**src/rtl/mips_regfile.sv**
```systemverilog
// 32-entry MIPS register file with write-through bypass and ALU flag capture.
// Register 0 is hardwired to zero; reads are combinational.
module mips_regfile #(
  parameter int DATA_W = 32,
  parameter int ADDR_W = 5
) (
  input  logic              clk,
  input  logic              rst_n,
  input  logic [ADDR_W-1:0] rs_addr,
  input  logic [ADDR_W-1:0] rt_addr,
  output logic [DATA_W-1:0] rd_data1,
  output logic [DATA_W-1:0] rd_data2,
  input  logic              wr_en,
  input  logic [ADDR_W-1:0] wr_addr,
  input  logic [DATA_W-1:0] wr_data,
  input  logic              flag_en,
  input  logic              z_in,
  input  logic              n_in,
  output logic              z_q,
  output logic              n_q,
  input  logic [ADDR_W-1:0] dbg_addr,
  output logic [DATA_W-1:0] dbg_data
);

  localparam int NREG = 2 ** ADDR_W;

  logic [DATA_W-1:0] regs_q [NREG];
  logic              wr_act;

  assign wr_act = wr_en && (wr_addr != '0);

  always_ff @(posedge clk or negedge rst_n) begin
    if (!rst_n) begin
      for (int i = 0; i < NREG; i++) begin
        regs_q[i] <= '0;
      end
    end else if (wr_act) begin
      regs_q[wr_addr] <= wr_data;
    end
  end

  always_ff @(posedge clk or negedge rst_n) begin
    if (!rst_n) begin
      z_q <= 1'b0;
      n_q <= 1'b0;
    end else if (flag_en) begin
      z_q <= z_in;
      n_q <= n_in;
    end
  end

  // Bypass lets a consumer see this cycle's write result without a stall.
  function automatic logic [DATA_W-1:0] rd_port(
    input logic              rstn,
    input logic [ADDR_W-1:0] a,
    input logic              wact,
    input logic [ADDR_W-1:0] wa,
    input logic [DATA_W-1:0] wd,
    input logic [DATA_W-1:0] stored
  );
    logic [DATA_W-1:0] r;
    r = '0;
    if (!rstn) begin
      r = '0;
    end else if (a == '0) begin
      r = '0;
    end else if (wact && (wa == a)) begin
      r = wd;
    end else begin
      r = stored;
    end
    return r;
  endfunction

  always_comb begin
    rd_data1 = rd_port(rst_n, rs_addr, wr_act, wr_addr, wr_data,
                       regs_q[rs_addr]);
  end

  always_comb begin
    rd_data2 = rd_port(rst_n, rt_addr, wr_act, wr_addr, wr_data,
                       regs_q[rt_addr]);
  end

  always_comb begin
    dbg_data = rd_port(rst_n, dbg_addr, wr_act, wr_addr, wr_data,
                       regs_q[dbg_addr]);
  end

endmodule
```
**config.mk**
```make
export PLATFORM = sky130hd
export DESIGN_NAME = mips_regfile
export DESIGN_NICKNAME = d
export VERILOG_FILES = /design/src/rtl/mips_regfile.sv
export SDC_FILE = /design/constraint.sdc
export NUM_CORES = 2
export LEC_CHECK = 0
export CORE_MARGIN = 1.5
export CORE_UTILIZATION = 40
export CTS_BUF_LIST = sky130_fd_sc_hd__clkbuf_8
export DETAILED_ROUTE_END_ITERATION = 12
export DONT_BUFFER_PORTS = 1
export SLEW_MARGIN = 20
export SYNTH_ARGS = -nofsm -noshare
export SYNTH_HDL_FRONTEND = slang
export SYNTH_SLANG_ARGS = --single-unit
```
**constraint.sdc**
```tcl
create_clock -name clk -period 3.3 [get_ports clk]
set_clock_uncertainty 0.1 [all_clocks]
set_input_delay 0.66 -clock clk [delete_from_list [all_inputs] [get_ports clk]]
set_output_delay 0.66 -clock clk [all_outputs]
set_load 0.1 [all_outputs]
```
==> impl_metrics.py <==
metrics = {
    "run_status": {
        "outcome": "complete, but fails checks",
        "violations": "setup timing",
    },
    "clocking": {
        "htreeDepth": 4,
        "cts_tree": "yes",
        "path_clk_slew_ps": 70,
        "cts_root_buffer": "clkbuf_8",
        "clock_path_buffers": 3,
        "clock_sinks": 1026,
        "cts-buffers-inserted": 176,
        "clk_latency_ps": 920,
    },
    "worst_setup_path": {
        "arrival_ps": 3080,
        "crit_family": "compound AO/OA/AOI/OAI gates",
        "crit_path_end_kind": "output port",
        "cp.buffers_inverters": 0,
        "worstReg2RegStart": "n_q$_DFFE_PN0P_",
        "critical_path.max_stage_delay_ps": 810,
        "start_kind": "input pin",
        "r2r_end": "n_q$_DFFE_PN0P_",
        "crit_fanout": 259,
        "crit_chain": "mux4_2 -> nor2b_1 -> a211oi_1 -> a21oi_1 -> a221o_4",
        "rrSetupSlack_ps": 1360,
        "crit_slowest_cell": "mux4_2",
        "crit_cells": 5,
        "crit_required_ps": 2540,
        "worst-setup-path-type": "in2out",
        "reg2reg_depth": 2,
    },
    "sta": {
        "setup_violations": 96,
        "timing.final.ws_setup_ps": -543.3,
        "finalSetupTns_ps": -30010,
        "rsz0062_at_grt": "true",
        "max_freq_mhz": 260.2,
        "min_period_ps": 3843,
        "drv_slew": 0,
        "tightest_slew_ps": 1265,
        "report.final.hold_viol_count": 0,
        "relSlewSlack_pct": 15.69,
        "period_share_pct": 116.5,
    },
    "global_route": {
        "use_met3_pct": 9.008,
        "grt_usage_pct": 28.72,
        "antenna_found_initial": 4,
        "grt-ovfl-total": 0,
        "grt_pass1_vias": 44620,
        "grt_max_degree": 1034,
        "use_met2_pct": 42.65,
        "grt_pass1_wl_um": 331600,
        "use_met1_pct": 39.47,
        "grt_busiest_layer": "met2",
    },
    "worst_hold_path": {
        "hold_class": "in2async",
    },
    "layout": {
        "area_growth_pct": 18.84,
        "nNetsFinal": 4390,
        "drive_gt1_share_pct": 64.05,
    },
    "floorplan": {
        "floorplan.initialDensity_pct": 40.30,
        "ios": 156,
        "die_w_um": 400.0,
        "rows": 145,
        "die_y_um": 400.0,
        "dieArea_um2": 160000,
        "core_region_area_um2": 156400,
    },
    "synth": {
        "synth-seq-cells": 1026,
        "syn_inst": 4247,
        "async_flop_share_pct": 100.0,
        "syn_nets": 4305,
        "yosysWarnings": 0,
        "synth_cell_types": 52,
        "seq_area_frac_synth_pct": 40.73,
        "synth_edf_count": 0,
        "synthFlopType": "dfrtp_1",
        "syn_area_per_cell_um2": 14.84,
        "syn_area_um2": 63030,
    },
    "routing": {
        "ant_nets": 0,
        "wire_per_inst_um": 35.54,
        "routed_wl_um": 232600,
        "dr.first_iter.drc_count": 4942,
        "first_pass_iters": 5,
        "drc": 0,
        "vias": 44464,
        "viasPerCell": 6.795,
    },
    "place": {
        "pre_cts_slack_ps": -221.8,
        "routabilityCongestion": 0.8824,
        "port_buffers": 0,
        "dp_hpwl_um": 124500,
    },
    "pwr": {
        "p_leak_uw": 0.03066,
        "ir_drop_mv": 0.4176,
        "p_per_area_nw_per_um2": 551.6,
    },
    "job": {
        "maxCapViolCount": 0,
    },
}
-- stage by stage --
step                power, µW  util [%]  cells  hold WS, ps  area, µm²
finish                  41320     47.90   6544        73.24      74910
global route            42940     47.89   6539        36.06      74890
CTS                     40730     47.11   6481       -720.7      73680
detailed placement      27490     43.31   6061        295.6      67730
global placement        27200     43.31   6061        294.3      67730
floorplan               25200         -   4247        264.4      63550
-- worst max path at each step --
stage	start	endpoint
after floorplan	rt_addr[0]	rd_data2[31]
after detailed placement	wr_addr[2]	rd_data1[31]
after global routing	regs_q[990]$_DFFE_PN0P_	rd_data1[30]
final	rs_addr[0]	rd_data1[15]
after global placement	rst_n	dbg_data[0]
after CTS	regs_q[1022]$_DFFE_PN0P_	rd_data1[30]
-- logic make-up after synthesis --
logic type,count (synthesis),synth area share (%)
AOI/OAI and AO/OA,536,6.247
xor gates and xnor gates,15,0.2084
buffers and inverters,533,3.942
DFF,1026,40.73
muxes,1853,46.50
and+or+nand+nor,284,2.370
-- cells in the mapped netlist, types with 2 or more instances --
library cell     n  area [µm²]
o211ai_1         2       15.01
nand2_1         70       262.8
a211oi_1       127       953.4
buf_6           20       225.2
mux2_2         991       11160
buf_4           32       240.2
xor2_1           6       52.55
o21ai_0         15       75.07
nor2_1          29       108.9
nand4_1          2       12.51
o31ai_4          2       42.54
nor3b_1          4       30.03
nand2b_1         8       50.05
buf_1           37       138.9
and3_1           3       18.77
mux2i_1        101        1011
nor4_1           4       25.02
o311ai_1         2       17.52
buf_2          171       855.8
nor3_1          42       210.2
clkbuf_1       266       998.5
dfrtp_1       1026       25670
xnor2_1          9       78.83
nor2b_1         99       619.3
nand3_1          6       30.03
or2_2            4       25.02
a21oi_1         95       475.5
o41ai_1          2       17.52
o22ai_1         65       406.6
mux4_2         761       17140
and2_1           3       18.77
inv_1            7       26.28
nand3b_1         3       22.52
a221o_1         92       920.9
a22oi_1        122       915.9
o21ai_1          2       10.01
o311a_1          2       20.02
-- worst min-delay path: stages --
cell       delay (ps)
buf_16            130
buf_16            130
buf_16            160
clkbuf_16         390
-- sequential cells by signal (all words and copies together) (netlist names) --
register and cells:
regs_q 1024, z_q 1, n_q 1
-- layer usage --
| metal | vias up | part of all wire (%) |
|---|---|---|
| met5 | - | 0 |
| met4 | 0 | 4.5 |
| met3 | 588 | 11 |
| met2 | 2538 | 44 |
| met1 | 24035 | 40 |
| li1 | 17303 | - |
-- repair_timing --
item	4_1_cts	5_1_grt
hold buffers	56	23
buffers inserted	62	18
pin swaps	205	64
gates cloned	0	10
gates resized for setup	288	84
endpoints found under the hold margin	2005	305
endpoints found under the setup margin	96	96
-- placed cells by master, fill, tap and decap left out, types with 40 or more instances in the layout --
master and n:
dfrtp_1 1026, mux2_2 990, mux4_2 761, clkbuf_8 236, buf_4 191, buf_12 142, a211oi_2 98, mux2i_1 86
a22oi_2 65, inv_1 64, o22ai_1 63, a221o_2 61, a22oi_1 57, nor2b_1 52, a21oi_1 51, nor2b_4 47
a21oi_2 41, dlygate4sd3_1 40
-- where the power goes --
part | switching [µW] | internal [µW]
clock | 5790 | 6570
combinational | 4770 | 6940
sequential | 2270 | 15000
-- area by class of cell --
type | count | area, µm²
Antenna cell | 7 | 17.52
Inverter | 7 | 26.28
Timing Repair Buffer | 433 | 5599
Sequential cell | 1026 | 25670
Clock buffer | 236 | 3248
Clock inverter | 89 | 501.7
Fill cell | 13543 | 81480
Tap cell | 2058 | 2575
Multi-Input combinational cell | 2688 | 37260
No activity file was read; power rests on OpenSTA's default activity.
